**config.mk**
```make
export PLATFORM = sky130hd
export DESIGN_NAME = csr_file
export DESIGN_NICKNAME = d
export VERILOG_FILES = /design/src/rtl/csr_file_pkg.sv /design/src/rtl/csr_file_counter64.sv /design/src/rtl/csr_file.sv
export SDC_FILE = /design/constraint.sdc
export NUM_CORES = 1
export LEC_CHECK = 0
export ABC_CLOCK_PERIOD_IN_PS = 32700
export BUFFER_PORTS_ARGS = -buffer_cell sky130_fd_sc_hd__buf_4
export CAP_MARGIN = 0
export CORE_UTILIZATION = 44
export DETAILED_ROUTE_END_ITERATION = 7
export HOLD_SLACK_MARGIN = 0.06
export PLACE_DENSITY = 0.68
export SETUP_SLACK_MARGIN = 0.5
export SLEW_MARGIN = 5
export SYNTH_ARGS = -nofsm -noshare
export SYNTH_HDL_FRONTEND = slang
export SYNTH_SLANG_ARGS = --single-unit
```
**constraint.sdc**
```tcl
create_clock -name clock -period 32.7 [get_ports clock]
set_clock_uncertainty 0.1 [all_clocks]
set_input_delay 4.905 -clock clock [delete_from_list [all_inputs] [get_ports clock]]
set_output_delay 4.905 -clock clock [all_outputs]
set_load 0.02 [all_outputs]
```
**src/rtl/csr_file_pkg.sv**
```systemverilog
// Shared CSR constants: ALU op encoding, CSR address map, mstatus bit
// positions, the misa value and helpers that classify/mask CSR accesses.
package csr_file_pkg;

  typedef enum logic [1:0] {
    CSR_OP_PASS  = 2'd0,
    CSR_OP_OR    = 2'd1,
    CSR_OP_CLEAR = 2'd2
  } csr_alu_op_e;

  localparam logic [11:0] CSR_MSTATUS  = 12'h300;
  localparam logic [11:0] CSR_MISA     = 12'h301;
  localparam logic [11:0] CSR_MIE      = 12'h304;
  localparam logic [11:0] CSR_MTVEC    = 12'h305;
  localparam logic [11:0] CSR_MSCRATCH = 12'h340;
  localparam logic [11:0] CSR_MEPC     = 12'h341;
  localparam logic [11:0] CSR_MCAUSE   = 12'h342;
  localparam logic [11:0] CSR_MTVAL    = 12'h343;
  localparam logic [11:0] CSR_MCYCLE   = 12'hB00;
  localparam logic [11:0] CSR_MINSTRET = 12'hB02;
  localparam logic [11:0] CSR_MCYCLEH  = 12'hB80;
  localparam logic [11:0] CSR_MINSTRETH = 12'hB82;
  localparam logic [11:0] CSR_CYCLE    = 12'hC00;
  localparam logic [11:0] CSR_INSTRET  = 12'hC02;
  localparam logic [11:0] CSR_CYCLEH   = 12'hC80;
  localparam logic [11:0] CSR_INSTRETH = 12'hC82;
  localparam logic [11:0] CSR_VSTART   = 12'h008;
  localparam logic [11:0] CSR_VL       = 12'hC20;
  localparam logic [11:0] CSR_VTYPE    = 12'hC21;
  localparam logic [11:0] CSR_VLENB    = 12'hC22;

  localparam int MSTATUS_MIE  = 3;
  localparam int MSTATUS_MPIE = 7;

  // MXL = 1 (RV32), extension bits I (8) and V (21)
  localparam logic [31:0] MISA_VALUE  = 32'h4020_0100;
  localparam logic [31:0] VTYPE_RESET = 32'h8000_0000;

  // True for every address this register file decodes.
  function automatic logic csr_implemented(input logic [11:0] addr);
    logic hit;
    hit = 1'b0;
    case (addr)
      CSR_MSTATUS, CSR_MISA, CSR_MIE, CSR_MTVEC,
      CSR_MSCRATCH, CSR_MEPC, CSR_MCAUSE, CSR_MTVAL,
      CSR_MCYCLE, CSR_MCYCLEH, CSR_MINSTRET, CSR_MINSTRETH,
      CSR_CYCLE, CSR_CYCLEH, CSR_INSTRET, CSR_INSTRETH,
      CSR_VSTART, CSR_VL, CSR_VTYPE, CSR_VLENB: hit = 1'b1;
      default: hit = 1'b0;
    endcase
    return hit;
  endfunction

  // Value a write would read back as, after WARL masking of the target.
  function automatic logic [31:0] csr_write_mask(input logic [11:0] addr,
                                                 input logic [31:0] data);
    logic [31:0] v;
    v = data;
    case (addr)
      CSR_MSTATUS: begin
        v = '0;
        v[12:11] = 2'b11;
        v[MSTATUS_MIE]  = data[MSTATUS_MIE];
        v[MSTATUS_MPIE] = data[MSTATUS_MPIE];
      end
      CSR_MISA:  v = MISA_VALUE;
      CSR_MTVEC: v = data & ~32'h3;
      CSR_MEPC:  v = data & ~32'h3;
      default:   v = data;
    endcase
    return v;
  endfunction

endpackage

```
**src/rtl/csr_file_counter64.sv**
```systemverilog
// 64-bit free-running counter with per-half software write ports.
// A write to either half suppresses that cycle's increment.
module csr_counter64 (
  input  logic        clock,
  input  logic        reset,
  input  logic        i_inc,
  input  logic        i_we_lo,
  input  logic        i_we_hi,
  input  logic [31:0] i_wdata,
  output logic [63:0] o_value
);

  logic [63:0] r_count;

  // Software writes take precedence; otherwise count up and wrap naturally.
  always_ff @(posedge clock or posedge reset) begin
    if (reset) begin
      r_count <= '0;
    end else if (i_we_lo || i_we_hi) begin
      if (i_we_lo) r_count[31:0]  <= i_wdata;
      if (i_we_hi) r_count[63:32] <= i_wdata;
    end else if (i_inc) begin
      r_count <= r_count + 64'd1;
    end
  end

  assign o_value = r_count;

endmodule

```
**src/rtl/csr_file.sv**
```systemverilog
// Machine-mode CSR register file: combinational read with WB bypass for EX,
// WB commit of ALU results, trap/mret state, 64-bit counters, vector CSRs.
module csr_file
  import csr_file_pkg::*;
#(
  parameter int          VLEN        = 128,
  parameter logic [31:0] MTVEC_RESET = 32'h0000_0000
) (
  input  logic        clock,
  input  logic        reset,
  input  logic [11:0] csr_raddr,
  input  logic        csr_access,
  input  logic        csr_write_intent,
  output logic [31:0] csr_rdata,
  output logic        csr_illegal,
  input  logic        csr_we,
  input  logic [11:0] csr_waddr,
  input  logic [31:0] csr_wdata,
  input  logic        instr_retired,
  input  logic        trap_valid,
  input  logic [31:0] trap_pc,
  input  logic [31:0] trap_cause,
  input  logic [31:0] trap_tval,
  input  logic        mret,
  input  logic        vset_we,
  input  logic [31:0] vset_vl,
  input  logic [31:0] vset_vtype,
  output logic [31:0] mtvec_out,
  output logic [31:0] mepc_out,
  output logic        mie_global
);

  localparam logic [31:0] VLENB_VALUE = 32'(VLEN / 8);

  logic        r_status_mie;
  logic        r_status_mpie;
  logic [31:0] r_mie;
  logic [31:0] r_mtvec;
  logic [31:0] r_mscratch;
  logic [31:0] r_mepc;
  logic [31:0] r_mcause;
  logic [31:0] r_mtval;
  logic [31:0] r_vstart;
  logic [31:0] r_vl;
  logic [31:0] r_vtype;

  logic        w_wr_ok;
  logic        w_commit;
  logic [31:0] w_wdata_m;
  logic [31:0] w_mstatus;
  logic [31:0] w_rdata_raw;
  logic [63:0] w_mcycle;
  logic [63:0] w_minstret;
  logic        w_raddr_impl;

  // Writes to unimplemented or read-only space never take effect; a trap
  // in the same cycle squashes whatever WB was committing.
  assign w_wr_ok   = csr_we & csr_implemented(csr_waddr) & (csr_waddr[11:10] != 2'b11);
  assign w_commit  = w_wr_ok & ~trap_valid;
  assign w_wdata_m = csr_write_mask(csr_waddr, csr_wdata);

  csr_counter64 u_mcycle (
    .clock   (clock),
    .reset   (reset),
    .i_inc   (1'b1),
    .i_we_lo (w_commit & (csr_waddr == CSR_MCYCLE)),
    .i_we_hi (w_commit & (csr_waddr == CSR_MCYCLEH)),
    .i_wdata (csr_wdata),
    .o_value (w_mcycle)
  );

  csr_counter64 u_minstret (
    .clock   (clock),
    .reset   (reset),
    .i_inc   (instr_retired),
    .i_we_lo (w_commit & (csr_waddr == CSR_MINSTRET)),
    .i_we_hi (w_commit & (csr_waddr == CSR_MINSTRETH)),
    .i_wdata (csr_wdata),
    .o_value (w_minstret)
  );

  // mstatus interrupt-enable stack: trap pushes, mret pops, else software write.
  always_ff @(posedge clock or posedge reset) begin
    if (reset) begin
      r_status_mie  <= 1'b0;
      r_status_mpie <= 1'b0;
    end else if (trap_valid) begin
      r_status_mpie <= r_status_mie;
      r_status_mie  <= 1'b0;
    end else if (mret) begin
      r_status_mie  <= r_status_mpie;
      r_status_mpie <= 1'b1;
    end else if (w_commit && (csr_waddr == CSR_MSTATUS)) begin
      r_status_mie  <= w_wdata_m[MSTATUS_MIE];
      r_status_mpie <= w_wdata_m[MSTATUS_MPIE];
    end
  end

  // Trap-state and scratch CSRs: trap capture beats any software write.
  always_ff @(posedge clock or posedge reset) begin
    if (reset) begin
      r_mie      <= '0;
      r_mtvec    <= MTVEC_RESET;
      r_mscratch <= '0;
      r_mepc     <= '0;
      r_mcause   <= '0;
      r_mtval    <= '0;
    end else if (trap_valid) begin
      r_mepc   <= trap_pc & ~32'h3;
      r_mcause <= trap_cause;
      r_mtval  <= trap_tval;
    end else if (w_commit) begin
      case (csr_waddr)
        CSR_MIE:      r_mie      <= w_wdata_m;
        CSR_MTVEC:    r_mtvec    <= w_wdata_m;
        CSR_MSCRATCH: r_mscratch <= w_wdata_m;
        CSR_MEPC:     r_mepc     <= w_wdata_m;
        CSR_MCAUSE:   r_mcause   <= w_wdata_m;
        CSR_MTVAL:    r_mtval    <= w_wdata_m;
        default: ;
      endcase
    end
  end

  // Vector state: vsetvl commits vl/vtype and restarts vstart, winning over
  // a software vstart write in the same cycle.
  always_ff @(posedge clock or posedge reset) begin
    if (reset) begin
      r_vstart <= '0;
      r_vl     <= '0;
      r_vtype  <= VTYPE_RESET;
    end else if (vset_we) begin
      r_vstart <= '0;
      r_vl     <= vset_vl;
      r_vtype  <= vset_vtype;
    end else if (w_commit && (csr_waddr == CSR_VSTART)) begin
      r_vstart <= w_wdata_m;
    end
  end

  always_comb begin
    w_mstatus = '0;
    w_mstatus[12:11] = 2'b11;
    w_mstatus[MSTATUS_MIE]  = r_status_mie;
    w_mstatus[MSTATUS_MPIE] = r_status_mpie;
  end

  // Architectural read mux; counters show their pre-increment value.
  always_comb begin
    w_rdata_raw = '0;
    case (csr_raddr)
      CSR_MSTATUS:                 w_rdata_raw = w_mstatus;
      CSR_MISA:                    w_rdata_raw = MISA_VALUE;
      CSR_MIE:                     w_rdata_raw = r_mie;
      CSR_MTVEC:                   w_rdata_raw = r_mtvec;
      CSR_MSCRATCH:                w_rdata_raw = r_mscratch;
      CSR_MEPC:                    w_rdata_raw = r_mepc;
      CSR_MCAUSE:                  w_rdata_raw = r_mcause;
      CSR_MTVAL:                   w_rdata_raw = r_mtval;
      CSR_MCYCLE, CSR_CYCLE:       w_rdata_raw = w_mcycle[31:0];
      CSR_MCYCLEH, CSR_CYCLEH:     w_rdata_raw = w_mcycle[63:32];
      CSR_MINSTRET, CSR_INSTRET:   w_rdata_raw = w_minstret[31:0];
      CSR_MINSTRETH, CSR_INSTRETH: w_rdata_raw = w_minstret[63:32];
      CSR_VSTART:                  w_rdata_raw = r_vstart;
      CSR_VL:                      w_rdata_raw = r_vl;
      CSR_VTYPE:                   w_rdata_raw = r_vtype;
      CSR_VLENB:                   w_rdata_raw = VLENB_VALUE;
      default:                     w_rdata_raw = '0;
    endcase
  end

  // EX sees the WB value early when both stages touch the same CSR.
  always_comb begin
    csr_rdata = w_rdata_raw;
    if (w_wr_ok && (csr_waddr == csr_raddr)) begin
      csr_rdata = w_wdata_m;
    end
  end

  // Unimplemented addresses and writes into read-only space are illegal.
  always_comb begin
    w_raddr_impl = csr_implemented(csr_raddr);
    csr_illegal  = csr_access &
                   (~w_raddr_impl | (csr_write_intent & (csr_raddr[11:10] == 2'b11)));
  end

  assign mtvec_out  = r_mtvec;
  assign mepc_out   = r_mepc;
  assign mie_global = r_status_mie;

endmodule

```
==> results of run 1 <==
==> stage by stage <==
stage          worst slack (ps)  total power (W)  instance area (um2)  hold WS (ps)    util
2_1_floorplan             16060        0.0006746                24610         344.4       -
4_1_cts                   19510         0.001362                29280         378.0  0.5304
6_report                  19500         0.001365                29290         378.3  0.5306
3_3_place_gp              19470        0.0007606                27540         356.4  0.4989
5_1_grt                   19370         0.001401                29280         395.4  0.5304
3_5_place_dp              19530        0.0007649                27540         364.9  0.4989
==> cells in the mapped netlist, types with 13 or more instances <==
master                        n
sky130_fd_sc_hd__o32ai_1     13
sky130_fd_sc_hd__nor4_1      32
sky130_fd_sc_hd__clkbuf_1   160
sky130_fd_sc_hd__or3_1       16
sky130_fd_sc_hd__nor3_1      61
sky130_fd_sc_hd__o21ai_2     39
sky130_fd_sc_hd__a211oi_1    22
sky130_fd_sc_hd__and3_1      33
sky130_fd_sc_hd__inv_1       20
sky130_fd_sc_hd__mux2i_1    131
sky130_fd_sc_hd__nand2_1    411
sky130_fd_sc_hd__xnor2_1     16
sky130_fd_sc_hd__mux2_2      79
sky130_fd_sc_hd__a22oi_1     73
sky130_fd_sc_hd__o21ai_1     33
sky130_fd_sc_hd__a31oi_1     21
sky130_fd_sc_hd__dfrtp_1    417
sky130_fd_sc_hd__o22ai_1     67
sky130_fd_sc_hd__nor2_1     148
sky130_fd_sc_hd__a221oi_1    14
sky130_fd_sc_hd__nand4_1     56
sky130_fd_sc_hd__and4_1      14
sky130_fd_sc_hd__buf_2       20
sky130_fd_sc_hd__mux4_2      17
sky130_fd_sc_hd__o21ai_0    197
sky130_fd_sc_hd__buf_6       21
sky130_fd_sc_hd__a21oi_1    214
sky130_fd_sc_hd__nand3_1     87
sky130_fd_sc_hd__and2_1      37
sky130_fd_sc_hd__a2bb2oi_1   23
sky130_fd_sc_hd__buf_1       17
sky130_fd_sc_hd__o22a_1      13
==> cells in the final DEF (no fill, tap or decap), types with 16 or more instances in the layout <==
cell type	n
sky130_fd_sc_hd__xnor2_1	16
sky130_fd_sc_hd__nor4_1	30
sky130_fd_sc_hd__a22oi_1	73
sky130_fd_sc_hd__a2bb2oi_1	23
sky130_fd_sc_hd__o21ai_1	32
sky130_fd_sc_hd__inv_1	19
sky130_fd_sc_hd__mux2i_1	131
sky130_fd_sc_hd__mux4_2	17
sky130_fd_sc_hd__nand3_1	83
sky130_fd_sc_hd__nand4_1	56
sky130_fd_sc_hd__mux2_2	79
sky130_fd_sc_hd__and2_1	37
sky130_fd_sc_hd__clkbuf_16	49
sky130_fd_sc_hd__a31oi_1	21
sky130_fd_sc_hd__buf_4	379
sky130_fd_sc_hd__o22ai_1	67
sky130_fd_sc_hd__nand2_1	410
sky130_fd_sc_hd__dfrtp_1	417
sky130_fd_sc_hd__o21ai_2	41
sky130_fd_sc_hd__nor3_1	58
sky130_fd_sc_hd__a21oi_1	214
sky130_fd_sc_hd__nor2_1	148
sky130_fd_sc_hd__a211oi_1	22
sky130_fd_sc_hd__and3_1	33
sky130_fd_sc_hd__o21ai_0	195
==> cell type report <==
class,instances,share of cell area
antenna,5,0.0004272
clock buffer,70,0.04798
clock inverter,18,0.01124
inverter,20,0.002820
multi-input combinational,2082,0.4502
sequential,418,0.3572
tap,748,0.03195
timing repair buffer,381,0.09821
==> per-layer routing <==
metal	GRT usage	wire length, um	vias to the layer above
li1	-	-	10660
met1	0.5278	43840	12390
met2	0.5870	49230	1721
met3	0.09804	13170	334
met4	0.2387	7975	4
met5	0	30	-
==> report_power, final <==
group | leakage, nW | switching (W) | internal (W)
clock | 0.845 | 0.000239 | 0.000363
sequential | 5.25 | 0.0000420 | 0.000548
combinational | 5.96 | 0.000106 | 0.0000660
==> worst min-delay path: stages, from the launching register on <==
cell	delay, ps
sky130_fd_sc_hd__dfrtp_1	340
sky130_fd_sc_hd__nand2_1	60
sky130_fd_sc_hd__o21ai_2	50
==> path summary, 6_finish.rpt <==
kind / end / cells after the start / slack, ps / startpoint
setup / recovery: csr_rdata[2] / 9 / 19500 / csr_raddr[0]
hold / removal: r_mie[7] / 2 / 380 / r_mie[7]
setup reg to reg: u_mcycle.o_value[53] / 7 / 29280 / u_mcycle.o_value[14]
hold reg to reg: r_mie[7] / 2 / 380 / r_mie[7]
max in group asynchronous: mtvec_out[1] / 4 / 25780 / reset
min in group asynchronous: mepc_out[20] / 2 / 4280 / reset
==> kinds of logic (layout without fill, tap and decap cells) <==
family / count (synthesis) / in the layout / share of synthesized area
compound gates: 855 / 855 / 0.2224
xor+xnor: 19 / 19 / 0.006762
fa+ha+maj: 3 / 3 / 0.001423
buf+inv: 243 / 489 / 0.04504
flops: 418 / 418 / 0.4251
mux: 230 / 230 / 0.1067
other cells: 0 / 5 / 0
simple gates: 975 / 975 / 0.1926
==> results_tabular.tex, run 1 <==
\begin{tabular}{lr}
\hline
Metric & Value \\
\hline
\multicolumn{2}{l}{\textbf{Run status}} \\
Outcome & finished, final reports clean \\
\multicolumn{2}{l}{\textbf{Critical path}} \\
Worst path bufs/invs & 4 \\
Critical path's top delay family & buffers and inverters \\
Critical-path maximum fanout & 37 \\
Critical path type & in -> out \\
Largest stage delay on the critical path & 660 ps \\
Kind of end point of the critical path & output pin \\
Slowest library cell on the worst path & sky130\_fd\_sc\_hd\_\_buf\_4 \\
Data required time at the worst endpoint & 27,690 ps \\
Most used cell along the critical path & sky130\_fd\_sc\_hd\_\_buf\_4 \\
Chain of cells forming the critical path & buf\_4, buf\_4, nand2b\_1, nor4\_4, buf\_4, a22oi\_1, nand4\_1, a21boi\_0, buf\_4 \\
Startpoint type of the worst setup path & primary input \\
Crit path DAT & 8200 ps \\
\multicolumn{2}{l}{\textbf{Placement}} \\
Routability congestion estimate & 1.034 \\
Number of input and output port buffers inserted & 320 \\
Sum of net half-perimeters after detailed placement & 82.72 mm \\
Post-Place Cells & 3,649 \\
\multicolumn{2}{l}{\textbf{Drt}} \\
Post-detailed-route DRC marker count & 0 \\
Wirelength, routed & 114.2 mm \\
DRC violation total after the first TritonRoute iteration & 3,223 \\
Routed Antenna Nets & 0 \\
Number of detailed-routing iterations run before antenna repair & 7 \\
Number of vias per cell after detailed routing & 6.710 \\
Via total after detailed routing & 25.11k \\
Post-DR wirelength/cell & 30.53 um \\
\multicolumn{2}{l}{\textbf{Clock network}} \\
Total clock buffers created by CTS & 48 \\
Number of H-tree branching levels & 2 \\
Number of setup buffers added after CTS & 0 \\
Insertion delay to the later sink of the worst-skew pair & 610 ps \\
Resized Gates After CTS & 0 \\
Post-CTS Hold Buffers & 0 \\
Clock transition at the registers of the reported paths & 60 ps \\
TritonCTS clock tree & done \\
CTS Buffer Depth & 3 \\
\# clock sinks & 418 \\
Cell at the root of the clock tree & sky130\_fd\_sc\_hd\_\_clkbuf\_16 \\
\multicolumn{2}{l}{\textbf{Synth}} \\
Register bit count reported by yosys & 418 \\
Synthesized cell area & 24,610 um2 \\
Part of the Yosys area used for sequential elements & 0.4251 \\
Post-synthesis net count & 2,970 \\
Largest area contributor in the synthesized netlist & sky130\_fd\_sc\_hd\_\_dfrtp\_1 \\
FFs w/ async S/R, synth & 1.000 \\
Share of the synthesized area in the top cell type & 0.4240 \\
Number of standard cells after synthesis & 2,743 \\
Synth warnings & 0 \\
Top cells by area, synth & sky130\_fd\_sc\_hd\_\_dfrtp\_1, sky130\_fd\_sc\_hd\_\_nand2\_1, sky130\_fd\_sc\_hd\_\_mux2i\_1, sky130\_fd\_sc\_hd\_\_a21oi\_1, sky130\_fd\_sc\_hd\_\_o21ai\_0 \\
Synthesized area per cell & 8.972 um2 \\
Number of synthesized flops with an enable pin & 0 \\
Ys flop type & sky130\_fd\_sc\_hd\_\_dfrtp\_1 \\
Synth cell types & 89 \\
\multicolumn{2}{l}{\textbf{Timing}} \\
Post-route clock period utilization & 0.4038 \\
Worst max-slew margin expressed relative to the limit & 0.1265 \\
Transition time at the pin with the least slew margin & 1300 ps \\
Final setup violation count & 0 \\
Sum Neg Setup Slack & 0 ps \\
Post-layout min period & 13,200 ps \\
Final hold viol count & 0 \\
RSZ-0062 raised after global routing & no \\
Maximum operating frequency & 75.73 MHz \\
Final number of max-transition violations & 0 \\
\multicolumn{2}{l}{\textbf{Final layout}} \\
Reg area & 10,460 um2 \\
Filler-free cell count of the finished design & 3,742 \\
Final nets & 3,178 \\
Signed area change from the synthesized netlist to the final layout & 19.00\% \\
Area occupied by multi-input gates & 13,190 um2 \\
Fillers & 5,133 \\
Proportion of layout cells with a drive suffix above 1 & 0.2185 \\
\multicolumn{2}{l}{\textbf{Pwr}} \\
Static leakage & 12.05 nW \\
Worst supply voltage drop on vdd & 42.88 uV \\
PD cells & 46.60 nW/um2 \\
\multicolumn{2}{l}{\textbf{GRT}} \\
Initial antenna violation count & 8 \\
Total routing usage reported by global routing & 0.3978 \\
Global-route wire length before repair & 164.6 mm \\
Vias in the first global route & 23.76k \\
Pin count of the biggest net entering global routing & 179 \\
Overall overflow remaining after global route & 0 \\
\multicolumn{2}{l}{\textbf{Min path}} \\
Worst min-delay path category & reg -> reg \\
\multicolumn{2}{l}{\textbf{Die}} \\
Initial Utilization & 0.4458 \\
Core area & 55,200 um2 \\
Die Span X & 238.5 um \\
Number of I/O pins & 323 \\
Num rows & 86 \\
Die Footprint & 56,880 um2 \\
Die H & 238.5 um \\
\multicolumn{2}{l}{\textbf{Flow run}} \\
Total of max-cap violations & 0 \\
\hline
\end{tabular}
No activity file was read; power rests on OpenSTA's default activity.
==> run 2, diff against run 1 <==
--- a/config.mk
+++ b/config.mk
@@ -5,7 +5,7 @@
 export SDC_FILE = /design/constraint.sdc
 export NUM_CORES = 1
 export LEC_CHECK = 0
-export ABC_CLOCK_PERIOD_IN_PS = 32700
+export ABC_CLOCK_PERIOD_IN_PS = 13480
 export BUFFER_PORTS_ARGS = -buffer_cell sky130_fd_sc_hd__buf_4
 export CAP_MARGIN = 0
 export CORE_UTILIZATION = 44
==> constraint.sdc (replaced) <==
create_clock -name clock -period 13.48 [get_ports clock]
set_clock_uncertainty 0.1 [all_clocks]
set_input_delay 2.022 -clock clock [delete_from_list [all_inputs] [get_ports clock]]
set_output_delay 2.022 -clock clock [all_outputs]
set_load 0.02 [all_outputs]
==> run 2 against run 1 <==
Compared with the run above: design area decreased by 0.44%; combinational power increased by 140%; via count decreased by 0.28%; routed wire length decreased by 4.7%; final cell count decreased by 0.35%; total power increased by 140%; clock power increased by 140%; critical path depth unchanged; global-route usage decreased by 2.1 points; non-clock buffer count decreased by 10; sequential share of layout area increased by 0.16 points; largest power group unchanged.
==> results_tabular.tex, run 2 (synthesis results as in run 1) <==
\begin{tabular}{lr}
\hline
Metric & Value \\
\hline
\multicolumn{2}{l}{\textbf{Run status}} \\
Outcome & finished, final reports clean \\
\multicolumn{2}{l}{\textbf{Timing}} \\
Post-route clock period utilization & 0.5719 \\
RSZ-0062 raised after global routing & no \\
Final setup violation count & 0 \\
Transition time at the pin with the least slew margin & 1300 ps \\
Least setup slack across all paths after layout & 5771 ps \\
Final number of max-transition violations & 0 \\
Sum Neg Setup Slack & 0 ps \\
Worst hold slack & 379.0 ps \\
Worst max-slew margin expressed relative to the limit & 0.1263 \\
Final hold viol count & 0 \\
Post-layout min period & 7709 ps \\
Maximum operating frequency & 129.7 MHz \\
\multicolumn{2}{l}{\textbf{GRT}} \\
Global-route wire length before repair & 157.3 mm \\
Vias in the first global route & 23.46k \\
Overall overflow remaining after global route & 0 \\
Total routing usage reported by global routing & 0.3764 \\
Pin count of the biggest net entering global routing & 136 \\
Initial antenna violation count & 3 \\
\multicolumn{2}{l}{\textbf{Pwr}} \\
Static leakage & 11.98 nW \\
Final Total Pwr & 0.003264 W \\
PD cells & 112.0 nW/um2 \\
Worst supply voltage drop on vdd & 96.98 uV \\
\multicolumn{2}{l}{\textbf{Drt}} \\
Via total after detailed routing & 25.04k \\
DRC violation total after the first TritonRoute iteration & 3,891 \\
Routed Antenna Nets & 0 \\
Wirelength, routed & 108.9 mm \\
Post-detailed-route DRC marker count & 0 \\
Number of detailed-routing iterations run before antenna repair & 6 \\
Post-DR wirelength/cell & 29.19 um \\
Number of vias per cell after detailed routing & 6.714 \\
\multicolumn{2}{l}{\textbf{Clock network}} \\
Total clock buffers created by CTS & 48 \\
Cell at the root of the clock tree & sky130\_fd\_sc\_hd\_\_clkbuf\_16 \\
Clock transition at the registers of the reported paths & 60 ps \\
Number of H-tree branching levels & 2 \\
Resized Gates After CTS & 0 \\
Number of setup buffers added after CTS & 0 \\
Insertion delay to the later sink of the worst-skew pair & 620 ps \\
CTS Buffer Depth & 3 \\
Post-CTS Hold Buffers & 0 \\
TritonCTS clock tree & done \\
\# clock sinks & 418 \\
\multicolumn{2}{l}{\textbf{Min path}} \\
Worst min-delay path category & reg -> reg \\
Start point of the worst min-delay path & r\_mie[30] \\
Capture endpoint of the worst hold path & r\_mie[30] \\
Hold Crit Depth & 2 \\
\multicolumn{2}{l}{\textbf{Critical path}} \\
Data required time at the worst endpoint & 11,360 ps \\
Crit path DAT & 5590 ps \\
Cell count of the worst reg-to-reg path & 6 \\
Critical register-to-register path startpoint & u\_minstret.o\_value[1] \\
Startpoint type of the worst setup path & primary input \\
Critical path type & in -> out \\
Capture point of the worst reg-to-reg path & u\_minstret.o\_value[55] \\
Critical-path maximum fanout & 38 \\
Register-to-register setup slack & 10,300 ps \\
Kind of end point of the critical path & output pin \\
\multicolumn{2}{l}{\textbf{Die}} \\
Number of I/O pins & 323 \\
Die H & 238.5 um \\
Die Span X & 238.5 um \\
Core area & 55,200 um2 \\
Num rows & 86 \\
Initial Utilization & 0.4458 \\
Die Footprint & 56,880 um2 \\
\multicolumn{2}{l}{\textbf{Final layout}} \\
Proportion of layout cells with a drive suffix above 1 & 0.2169 \\
Most frequent standard cell in the layout excluding fill and tap cells & sky130\_fd\_sc\_hd\_\_dfrtp\_1 \\
Signed area change from the synthesized netlist to the final layout & 18.48\% \\
Commonest cells after routing, fill and taps aside & sky130\_fd\_sc\_hd\_\_dfrtp\_1, sky130\_fd\_sc\_hd\_\_nand2\_1, sky130\_fd\_sc\_hd\_\_buf\_4 \\
Fillers & 5,074 \\
Final nets & 3,168 \\
Filler-free cell count of the finished design & 3,729 \\
\multicolumn{2}{l}{\textbf{Placement}} \\
Post-Place Cells & 3,639 \\
Sum of net half-perimeters after detailed placement & 78.23 mm \\
Routability congestion estimate & 1.102 \\
DP Worst Slack & 5837 ps \\
Number of input and output port buffers inserted & 320 \\
\multicolumn{2}{l}{\textbf{Flow run}} \\
Total of max-cap violations & 0 \\
\hline
\end{tabular}
[run 2: power by group]
| part | leakage, nW | switching [W] | internal [W] |
|---|---|---|---|
| logic | 5.90 | 0.000255 | 0.000159 |
| registers | 5.25 | 0.0000931 | 0.00133 |
| clock network | 0.836 | 0.000581 | 0.000845 |
[run 2: cell type report]
| cell class | instances | area, um2 | share of cell area |
|---|---|---|---|
| multi-input combinational | 2082 | 13180 | 0.4519 |
| sequential | 418 | 10460 | 0.3588 |
| timing repair buffer | 371 | 2801 | 0.09607 |
| clock buffer | 69 | 1410 | 0.04836 |
| tap | 748 | 935.9 | 0.03210 |
| clock inverter | 18 | 286.5 | 0.009826 |
| inverter | 20 | 78.83 | 0.002703 |
| antenna | 3 | 7.507 | 0.0002575 |
[run 2: how the worst max path moves through the flow]
stage                       startpoint           end  slack (ps)  cells past startpoint
after floorplan                  reset   mepc_out[0]        5720                      1
after global placement    csr_raddr[0]  csr_rdata[2]        5880                      9
after detailed placement  csr_raddr[0]  csr_rdata[2]        5840                      9
after CTS                 csr_raddr[0]  csr_rdata[2]        5850                      9
after global routing      csr_raddr[0]  csr_rdata[2]        5750                      9
final                     csr_raddr[0]  csr_rdata[2]        5770                      9
[run 2: routing by layer]
layer | vias up | share of wire | track usage
met5 | - | 0 | 0
met4 | 0 | 0.075 | 0.2358
met3 | 380 | 0.12 | 0.08938
met2 | 1881 | 0.42 | 0.5482
met1 | 12150 | 0.38 | 0.5041
li1 | 10620 | - | -
[run 2: worst max-delay path, cell delays in order]
cell and delay (ps):
sky130_fd_sc_hd__buf_4 410, sky130_fd_sc_hd__buf_4 640, sky130_fd_sc_hd__nand2b_1 190, sky130_fd_sc_hd__nor4_4 850, sky130_fd_sc_hd__buf_4 400, sky130_fd_sc_hd__a22oi_1 150
sky130_fd_sc_hd__nand4_1 190, sky130_fd_sc_hd__a21boi_0 440, sky130_fd_sc_hd__buf_4 230
[run 2: through the flow]
stage          utilization  instance area (um2)
6_report            0.5282                29160
5_1_grt             0.5282                29150
4_1_cts             0.5281                29150
3_5_place_dp        0.4974                27460
3_3_place_gp        0.4974                27460
2_1_floorplan            -                24610
